==> config.mk <==
export PLATFORM = sky130hd
export DESIGN_NAME = alu_seq
export DESIGN_NICKNAME = d
export VERILOG_FILES = /design/src/rtl/alu_pkg.sv /design/src/rtl/alu_mul_iter.sv /design/src/rtl/alu_seq.sv
export SDC_FILE = /design/constraint.sdc
export NUM_CORES = 2
export LEC_CHECK = 0
export BUFFER_PORTS_ARGS = -buffer_cell sky130_fd_sc_hd__buf_2
export CAP_MARGIN = 20
export CELL_PAD_IN_SITES_DETAIL_PLACEMENT = 0
export CELL_PAD_IN_SITES_GLOBAL_PLACEMENT = 1
export CORE_ASPECT_RATIO = 0.6
export CORE_MARGIN = 2
export CORE_UTILIZATION = 48
export CTS_CLUSTER_DIAMETER = 150
export DETAILED_ROUTE_END_ITERATION = 7
export PLACE_DENSITY_LB_ADDON = 0.05
export SLEW_MARGIN = 20
export SYNTH_ARGS = -nofsm -noshare
export SYNTH_HDL_FRONTEND = slang
export SYNTH_SLANG_ARGS = --single-unit
==> constraint.sdc <==
create_clock -name clk -period 8.6 [get_ports clk]
set_clock_uncertainty 0.15 [all_clocks]
set_input_delay 0.43 -clock clk [delete_from_list [all_inputs] [get_ports clk]]
set_output_delay 0.43 -clock clk [all_outputs]
set_load 0.03 [all_outputs]
==> src/rtl/alu_pkg.sv <==
// alu_pkg: shared definitions for the sequential ALU.
//   - OP_* : 3-bit operation codes carried on cntrl
//   - state_e : control FSM states of alu_seq
package alu_pkg;

    localparam logic [2:0] OP_PASSB = 3'b000;
    localparam logic [2:0] OP_MUL   = 3'b001;
    localparam logic [2:0] OP_ADD   = 3'b010;
    localparam logic [2:0] OP_SUB   = 3'b011;
    localparam logic [2:0] OP_AND   = 3'b100;
    localparam logic [2:0] OP_OR    = 3'b101;
    localparam logic [2:0] OP_XOR   = 3'b110;
    localparam logic [2:0] OP_LSL   = 3'b111;

    typedef enum logic [1:0] {
        S_IDLE = 2'd0,
        S_MUL  = 2'd1,
        S_WAIT = 2'd2
    } state_e;

endpackage

==> src/rtl/alu_mul_iter.sv <==
// alu_mul_iter: iterative shift-add multiplier, one partial product per cycle.
// Ports:
//   clk, reset_n : clock, synchronous active-low reset
//   start        : latch A/B and begin a new product (ignored while running)
//   A, B         : operands, sampled on start
//   done         : high during the cycle in which the last iteration executes
//   product      : 2*WIDTH-bit product; valid while done is high and holds after
module alu_mul_iter
    import alu_pkg::*;
#(
    parameter int WIDTH = 64
) (
    input  logic                 clk,
    input  logic                 reset_n,
    input  logic                 start,
    input  logic [WIDTH-1:0]     A,
    input  logic [WIDTH-1:0]     B,
    output logic                 done,
    output logic [2*WIDTH-1:0]   product
);

    localparam int SHW = $clog2(WIDTH);

    logic [WIDTH-1:0]   a_q;
    logic [WIDTH-1:0]   b_q;
    logic [2*WIDTH-1:0] acc_q;
    logic [2*WIDTH-1:0] acc_d;
    logic [2*WIDTH-1:0] addend;
    logic [SHW-1:0]     cnt_q;
    logic               run_q;

    // product is the accumulator *after* the current iteration, so the
    // caller can register the final value on the same edge as the last step.
    // Once idle the addend is zero and product simply holds acc_q.
    always_comb begin
        addend = '0;
        if (run_q && b_q[cnt_q]) begin
            addend = {{WIDTH{1'b0}}, a_q} << cnt_q;
        end
        acc_d = acc_q + addend;
    end

    assign done    = run_q && (cnt_q == SHW'(WIDTH - 1));
    assign product = acc_d;

    always_ff @(posedge clk) begin
        if (!reset_n) begin
            a_q   <= '0;
            b_q   <= '0;
            acc_q <= '0;
            cnt_q <= '0;
            run_q <= 1'b0;
        end else if (start && !run_q) begin
            a_q   <= A;
            b_q   <= B;
            acc_q <= '0;
            cnt_q <= '0;
            run_q <= 1'b1;
        end else if (run_q) begin
            acc_q <= acc_d;
            cnt_q <= cnt_q + 1'b1;  // wraps to 0 after the last step (WIDTH is a power of two)
            if (done) begin
                run_q <= 1'b0;
            end
        end
    end

endmodule

==> src/rtl/alu_seq.sv <==
// alu_seq: handshaked execute-stage ALU with registered result and N/Z/V/C flags.
// Single-cycle ops (pass, add, sub, and, or, xor, lsl) complete on the accept
// edge; MUL runs WIDTH iterations in alu_mul_iter.
// Ports:
//   clk, reset_n            : clock, synchronous active-low reset
//   in_valid / in_ready     : operand handshake (A, B, cntrl)
//   out_valid / out_ready   : result handshake (result + flags)
//   result, negative, zero, overflow, carry_out : registered outputs
//   busy                    : FSM is not idle (multiply in flight or waiting)
//
// Handshake: a transfer happens on a rising edge where valid && ready. Inputs
// are sampled only on that edge. in_ready depends on out_ready combinationally
// (a result draining this cycle frees the output register for the next one).
// While out_valid && !out_ready the result and flags are held unchanged.
module alu_seq
    import alu_pkg::*;
#(
    parameter int WIDTH = 64,
    parameter int SHW   = $clog2(WIDTH)
) (
    input  logic             clk,
    input  logic             reset_n,
    input  logic             in_valid,
    output logic             in_ready,
    input  logic [WIDTH-1:0] A,
    input  logic [WIDTH-1:0] B,
    input  logic [2:0]       cntrl,
    output logic             out_valid,
    input  logic             out_ready,
    output logic [WIDTH-1:0] result,
    output logic             negative,
    output logic             zero,
    output logic             overflow,
    output logic             carry_out,
    output logic             busy
);

    state_e state_q, state_d;

    logic             out_valid_q, out_valid_d;
    logic [WIDTH-1:0] result_q, result_d;
    logic             neg_q, neg_d;
    logic             zero_q, zero_d;
    logic             ovf_q, ovf_d;
    logic             cout_q, cout_d;

    logic             out_free;
    logic             accept;
    logic             load_alu;
    logic             load_mul;
    logic             mul_start;
    logic             mul_done;
    logic [2*WIDTH-1:0] mul_product;

    // ------------------------------------------------------------------
    // Single-cycle datapath. ADD and SUB share one adder; SUB feeds ~B with
    // a carry-in of 1.
    // ------------------------------------------------------------------
    logic [WIDTH-1:0] alu_res;
    logic             alu_v;
    logic             alu_c;
    logic [WIDTH-1:0] b_op;
    logic             cin;
    logic [WIDTH:0]   sum;

    always_comb begin
        alu_res = '0;
        alu_v   = 1'b0;
        alu_c   = 1'b0;
        cin     = (cntrl == OP_SUB);
        b_op    = cin ? ~B : B;
        sum     = {1'b0, A} + {1'b0, b_op} + {{WIDTH{1'b0}}, cin};
        case (cntrl)
            OP_ADD, OP_SUB: begin
                alu_res = sum[WIDTH-1:0];
                alu_c   = sum[WIDTH];
                // carry into the MSB is recovered from the MSB sum bit
                alu_v   = (sum[WIDTH-1] ^ A[WIDTH-1] ^ b_op[WIDTH-1]) ^ sum[WIDTH];
            end
            OP_AND:  alu_res = A & B;
            OP_OR:   alu_res = A | B;
            OP_XOR:  alu_res = A ^ B;
            OP_LSL:  alu_res = A << B[SHW-1:0];
            default: alu_res = B;   // OP_PASSB; OP_MUL never loads from here
        endcase
    end

    // ------------------------------------------------------------------
    // Multiplier
    // ------------------------------------------------------------------
    alu_mul_iter #(
        .WIDTH (WIDTH)
    ) u_mul (
        .clk     (clk),
        .reset_n (reset_n),
        .start   (mul_start),
        .A       (A),
        .B       (B),
        .done    (mul_done),
        .product (mul_product)
    );

    // ------------------------------------------------------------------
    // Control FSM
    // ------------------------------------------------------------------
    assign out_free = !out_valid_q || out_ready;
    assign in_ready = reset_n && (state_q == S_IDLE) && out_free;
    assign accept   = in_valid && in_ready;

    always_comb begin
        state_d   = state_q;
        load_alu  = 1'b0;
        load_mul  = 1'b0;
        mul_start = 1'b0;
        case (state_q)
            S_IDLE: begin
                if (accept) begin
                    if (cntrl == OP_MUL) begin
                        mul_start = 1'b1;
                        state_d   = S_MUL;
                    end else begin
                        load_alu = 1'b1;
                    end
                end
            end
            S_MUL: begin
                if (mul_done) begin
                    if (out_free) begin
                        load_mul = 1'b1;
                        state_d  = S_IDLE;
                    end else begin
                        state_d = S_WAIT;
                    end
                end
            end
            S_WAIT: begin
                // the multiplier holds its final product while idle
                if (out_free) begin
                    load_mul = 1'b1;
                    state_d  = S_IDLE;
                end
            end
            default: state_d = S_IDLE;
        endcase
    end

    // ------------------------------------------------------------------
    // Output register: a load wins over a drain, so drain+load keeps
    // out_valid high with the new data.
    // ------------------------------------------------------------------
    always_comb begin
        out_valid_d = out_valid_q && !out_ready;
        result_d    = result_q;
        neg_d       = neg_q;
        zero_d      = zero_q;
        ovf_d       = ovf_q;
        cout_d      = cout_q;
        if (load_alu) begin
            out_valid_d = 1'b1;
            result_d    = alu_res;
            neg_d       = alu_res[WIDTH-1];
            zero_d      = (alu_res == '0);
            ovf_d       = alu_v;
            cout_d      = alu_c;
        end else if (load_mul) begin
            out_valid_d = 1'b1;
            result_d    = mul_product[WIDTH-1:0];
            neg_d       = mul_product[WIDTH-1];
            zero_d      = (mul_product[WIDTH-1:0] == '0);
            ovf_d       = (mul_product[2*WIDTH-1:WIDTH] != '0);
            cout_d      = 1'b0;
        end
    end

    always_ff @(posedge clk) begin
        if (!reset_n) begin
            state_q     <= S_IDLE;
            out_valid_q <= 1'b0;
            result_q    <= '0;
            neg_q       <= 1'b0;
            zero_q      <= 1'b0;
            ovf_q       <= 1'b0;
            cout_q      <= 1'b0;
        end else begin
            state_q     <= state_d;
            out_valid_q <= out_valid_d;
            result_q    <= result_d;
            neg_q       <= neg_d;
            zero_q      <= zero_d;
            ovf_q       <= ovf_d;
            cout_q      <= cout_d;
        end
    end

    assign out_valid = out_valid_q;
    assign result    = result_q;
    assign negative  = neg_q;
    assign zero      = zero_q;
    assign overflow  = ovf_q;
    assign carry_out = cout_q;
    assign busy      = (state_q != S_IDLE);

endmodule
* Yosys cells after proc, flatten, opt, wreduce, memory -nomap -nowiden
Index checks and enable logic that the tools add are counted.
** Operators by class
- Reduce and logical (&&, ||, !) cells :: 20
- Bitwise logic cells :: 8
- Muxes and demuxes :: 37
- Div/mod/pow operators :: 0
- Add/subtract/negate cells :: 4
- Shift operators :: 2
- Multipliers :: 0
- $lt $le $gt $ge :: 1
- Eq/ne operators :: 14
** Operators with widths (number)
- case mux 64 bit (5 select lines) :: 1
- two-way mux 64 bit :: 3
- adder 128 bit :: 1
- logical NOT 64 bit :: 2
- two-way mux 128 bit :: 1
- left shift 64 x 6 -> 128 bit :: 1
- adder 64 x 64 -> 65 bit :: 1
- adder 65 x 1 -> 65 bit :: 1
- bitwise AND 64 bit :: 1
- NOT 64 bit :: 1
- OR 64 bit :: 1
- nonzero test 64 bit :: 1
- left shift 64 x 6 -> 64 bit :: 1
- bitwise XOR 64 bit :: 1
- two-way mux 1 bit :: 24
- equality test 3 bit (second input constant) :: 4
- two-way mux 2 bit :: 5
- logical AND 1 bit :: 7
- < comparator 6 x 7 -> 1 bit (second input constant) :: 1
- adder 6 x 1 -> 6 bit (second input constant) :: 1
- binary-select mux 1 bit (select 6 bit) :: 1
- equality test 3 x 2 -> 1 bit (second input constant) :: 2
- equality test 6 bit (second input constant) :: 1
- inequality test 2 bit (second input constant) :: 3
- 14 further kinds :: 20
** Word-level totals
- Output and inout bits :: 71
- Bits of input ports :: 135
- Memories kept :: 0
- Bits in writable memories :: 0
- Memory bits (read-only) :: 0
- Word-level logic and storage cells :: 98
- Bits in latches :: 0
- Register bits :: 334

* Depth between registers and ports, before layout
- Depth after elaboration :: 9
- Depth in mapped cells :: 28
- Depth with buffers taken out :: 25

* Modules after synthesis
A second synthesis with hierarchy kept.
** Second synthesis, totals
- Cell total of the unflattened synthesis :: 5279
- Area, all modules :: 40507.6 um^2
** Modules (own cells, without submodules)
- alu_mul_iter :: cells an instance 2861, sequential area each 5265.0 um^2, times used 1, area each 22796.9 um^2
- alu_seq :: cells an instance 2418, sequential area each 1401.3 um^2, times used 1, area each 17710.7 um^2

* Least setup slack after synthesis
Ideal clock, no wire load.
- Path type :: register to register
- From :: register u_mul.cnt_q[0]
- To :: register ovf_q, in the netlist overflow
- Library setup time :: 0.139 ns
- Cell stages (with the launch flop) :: 28
- Data required time :: 8.311 ns
- Data arrival time :: 7.001 ns
- Path buffers :: 4
- Clock period less this slack :: 7.289 ns
- Setup slack :: 1.311 ns
- Path through :: dfxtp_1 buf_2 buf_2 mux4_2 mux4_2 mux4_2 nand2_1 inv_1 nand2_1 inv_1 nand2_1 clkbuf_1 o22ai_1 ha_1 clkbuf_1 nand4_1 nor3_1 nand3_1 a211oi_1 nor4_2 o31a_2 nor2_1 a31oi_1 xnor2_1 or4_1 or4b_1 nor4_1 a41oi_1
** Between the ends
- Word-level cells in the longest chain between the ends :: 8
- Elaborated cells on any way between the ends :: 14
- Classes of those cells :: add/sub (1); eq/ne (1); shift (1); mux (7); reduce/logical (4)
** RTL lines
- start, declared :: line alu_mul_iter.sv:29 : logic [SHW-1:0] cnt_q;
- start signal, assigned :: line alu_mul_iter.sv:61 : cnt_q <= cnt_q + 1'b1;
- binary-select mux 1 bit (select 6 bit) :: line alu_mul_iter.sv:37 : if (run_q && b_q[cnt_q]) begin
- two-way mux 1 bit (not written as such) :: line alu_mul_iter.sv:37
- logical AND 1 bit :: line alu_mul_iter.sv:37
- two-way mux 128 bit :: line alu_mul_iter.sv:37
- adder 128 bit :: line alu_mul_iter.sv:40 : acc_d = acc_q + addend;
- nonzero test 64 bit :: line alu_seq.sv:170 : ovf_d = (mul_product[2*WIDTH-1:WIDTH] != '0);
- two-way mux 1 bit :: line alu_seq.sv:165 : end else if (load_mul) begin
- two-way mux 1 bit :: line alu_seq.sv:158 : if (load_alu) begin
- end signal, assigned :: line alu_seq.sv:190 : ovf_q <= ovf_d;
- end, declared :: line alu_seq.sv:44 : logic ovf_q, ovf_d;
Parallel ways exist; a longest one is shown, timed or not. The select of a mux whose other input is x is not followed.
A chain may end at the register's enable or synchronous reset.

* Worst setup path in the final report
- From :: register u_mul.cnt_q[1]
- To :: register ovf_q, in the netlist overflow
The elaborated chain is that of the path after synthesis.

==> results.json <==
{
  "drt-vias-per-instance": 7.15,
  "relSlewSlack_pct": 4.81,
  "yosysUniqueCellTypes": 104,
  "syn_to_final_growth_pct": 7.68,
  "grt_use_total_pct": 47.6,
  "die-area_um2": 88200,
  "die_w_um": 382,
  "crit_buf_inv": 2,
  "drc": 7,
  "setup_tns_ns": 0,
  "crit_top_cell": "nand2_1",
  "wirelength_mm": 219,
  "ys.flop_type": "dfxtp_1",
  "dr.pass1.iters": 8,
  "synth_top_area_share_pct": 16.2,
  "die_h_um": 231,
  "violations": "design-rule violations",
  "cts_buffer_depth": 3,
  "drtIter0Drc": 9035,
  "max_freq_mhz": 117,
  "initial_utilization_pct": 48.3,
  "cts_num_sinks": 333,
  "power_density_nw_per_um2": 114,
  "wl_per_cell_um": 32.6,
  "synthTopCellsByArea": "dfxtp_1 16%, ha_1 9.8%, nand2_1 7.8%",
  "place_congestion": 1.10,
  "ant_nets": 0,
  "ioPinCount": 206,
  "tritoncts": "built",
  "reg2reg_from": "u_mul.cnt_q[1]",
  "rows": 83,
  "path_max_fanout": 59,
  "grt_pass1_wl_mm": 309,
  "tightest_slew_ns": 1.42,
  "period_share_pct": 99.6,
  "grt-ovfl-total": 0,
  "status": "finished, violations left",
  "core_um2": 85300,
  "drive_gt1_share_pct": 12.3,
  "clk_latency_ns": 0.58,
  "required_ns": 8.87,
  "synth_nets": 6042,
  "synth.yosys.seq_area_share_pct": 16.2,
  "root_buffer": "clkbuf_16",
  "hold_path_class": "in -> reg",
  "nets": 5995,
  "rsz0062_at_grt": "no",
  "cp_top_family": "compound AO/OA/AOI/OAI gates",
  "post-dp-hpwl_mm": 173,
  "grt_pass1_vias": 41500,
  "syn_avg_cell_area_um2": 7.37,
  "hold_depth": 3,
  "cp_slowest_cell": "dfxtp_4",
  "path_class": "reg -> reg",
  "crit_path_start_kind": "flop",
  "grt_max_degree": 104,
  "path_depth": 25,
  "num_vias": 48000,
  "crit_start": "u_mul.cnt_q[1]",
  "reg2reg_slack_ns": 0.04,
  "portBuffers": 205,
  "setup_viol": 0,
  "r2r_end": "overflow",
  "yosysTopAreaCell": "dfxtp_1",
  "period_needed_ns": 8.56,
  "async_flop_share_pct": 0,
  "syn_area_um2": 41200,
  "max_cap_violations": 0,
  "fin_util_pct": 52.0,
  "synth_edf_count": 0,
  "critPathArrivalTime_ns": 8.83,
  "setup.worst_path.end": "overflow",
  "finalHoldViolCount": 0,
  "maxSlewViolCount": 0,
  "design_area_um2": 44300,
  "synth_warnings": 0,
  "cp-end-kind": "flop",
  "leakage_nw": 17.0,
  "cts_buffers": 36,
  "irDropWorstVdd_mv": 0.120,
  "placed_cell_area_um2": 42900,
  "max_stage_delay_ns": 0.68,
  "htree_levels": 2,
  "postSynthCellCount": 5582,
  "antenna_found_initial": 15,
  "cts.clk_slew.worst_paths_ns": 0.07,
  "ys_ff_latch": 333,
  "power.total_w": 0.00506,
  "rr_worst_depth": 25
}
-- flip-flops by register name, indices dropped and copies added (netlist names) --
| signal | flops |
|---|---|
| u_mul.cnt_q | 6 |
| u_mul.run_q | 1 |
| zero | 1 |
| overflow | 1 |
| u_mul.b_q | 64 |
| u_mul.a_q | 64 |
| carry_out | 1 |
| result | 64 |
| state_q | 2 |
| out_valid | 1 |
| u_mul.acc_q | 128 |
-- synth_stat cells, types with 73 or more instances --
library cell / instances
mux2i_1: 242
dfxtp_1: 333
nor2_1: 588
nand4_1: 106
mux4_2: 139
inv_1: 191
o21ai_0: 274
o22ai_1: 85
ha_1: 323
a31oi_1: 73
xnor2_1: 161
clkbuf_1: 300
a21oi_1: 525
nand2_1: 850
nor3_1: 75
a211oi_1: 129
-- metal layers --
metal	part of all wire (%)	vias to the layer above	global-route usage, %
li1	-	20400	-
met1	43	23100	70.6
met2	35	4007	57.3
met3	19	450	25.9
met4	2.7	24	10.2
met5	0.31	-	3.81
-- repair_timing --
item                                    CTS  global route
hold endpoints to repair                  1             0
setup buffers                             0             2
hold buffers                              1             0
resized for setup                         1            21
pin swaps                                 0             0
endpoints found under the setup margin    1             1
-- how the worst min path moves through the flow --
stage / startpoint / endpoint / slack [ns]
2_1_floorplan: u_mul.b_q[10] / u_mul.b_q[10] / 0.28
3_3_place_gp: u_mul.b_q[46] / u_mul.b_q[46] / 0.29
3_5_place_dp: u_mul.b_q[23] / u_mul.b_q[23] / 0.30
4_1_cts: B[59] / u_mul.b_q[59] / 0.002
5_1_grt: B[59] / u_mul.b_q[59] / 0.01
6_report: B[56] / u_mul.b_q[56] / 0.01
-- worst min-delay path, delay by kind of cell --
family,cells,cell delay [ns]
buffers and inverters,1,0.14
AO/OA/AOI/OAI,1,0.05
AND/OR/NAND/NOR,1,0.06
-- through the flow --
stage               setup slack [ns]  instances  hold slack (ns)
floorplan                       1.31       5582            0.283
global placement             -0.0338       6641            0.290
detailed placement           -0.0221       6641            0.295
CTS                           0.0128       6706          0.00186
global route                  0.0245       6708           0.0138
finish                        0.0361       6711           0.0143
-- power by group --
part	total, W	internal [W]	switching (W)
clock	0.00170	0.000935	0.000769
combinational	0.00175	0.000532	0.00121
sequential	0.00161	0.00157	0.0000359
-- layout by cell type, fill, tap and decap left out, types with 63 or more instances in the layout --
master | synthesis | routed
a211oi_1 | 129 | 128
o21a_1 | 65 | 65
buf_4 | 20 | 127
a31oi_1 | 73 | 65
nor3_1 | 75 | 73
nand4_1 | 106 | 106
o22ai_1 | 85 | 85
buf_2 | 34 | 201
a22oi_1 | 67 | 67
o21ai_0 | 274 | 268
mux2i_1 | 242 | 242
xnor2_1 | 161 | 160
a21oi_1 | 525 | 523
inv_1 | 191 | 188
nand2_1 | 850 | 847
a21o_1 | 66 | 66
nor2_1 | 588 | 586
ha_1 | 323 | 322
xor2_1 | 63 | 63
dfxtp_1 | 333 | 327
mux4_2 | 139 | 139
-- kinds of logic after synthesis --
logic type               share of synthesized area (%)
flip-flops                                        16.2
adder cells (fa/ha/maj)                           9.92
AO/OA/AOI/OAI                                     26.3
multiplexers                                      15.6
XOR/XNOR                                          4.82
AND/OR/NAND/NOR                                   21.1
buffers and inverters                             6.07
-- layout make-up --
| class | instances | area (µm²) |
|---|---|---|
| flip-flops and latches | 333 | 6680 |
| clock inverters | 16 | 155 |
| inverters | 199 | 753 |
| multi-input cells | 4633 | 32200 |
| well taps | 1147 | 1440 |
| clock buffers | 48 | 1060 |
| repair buffers | 332 | 2030 |
| diodes | 3 | 7.51 |
| fillers | 8524 | 40900 |
Note: power is estimated with default switching activity, not from simulation.
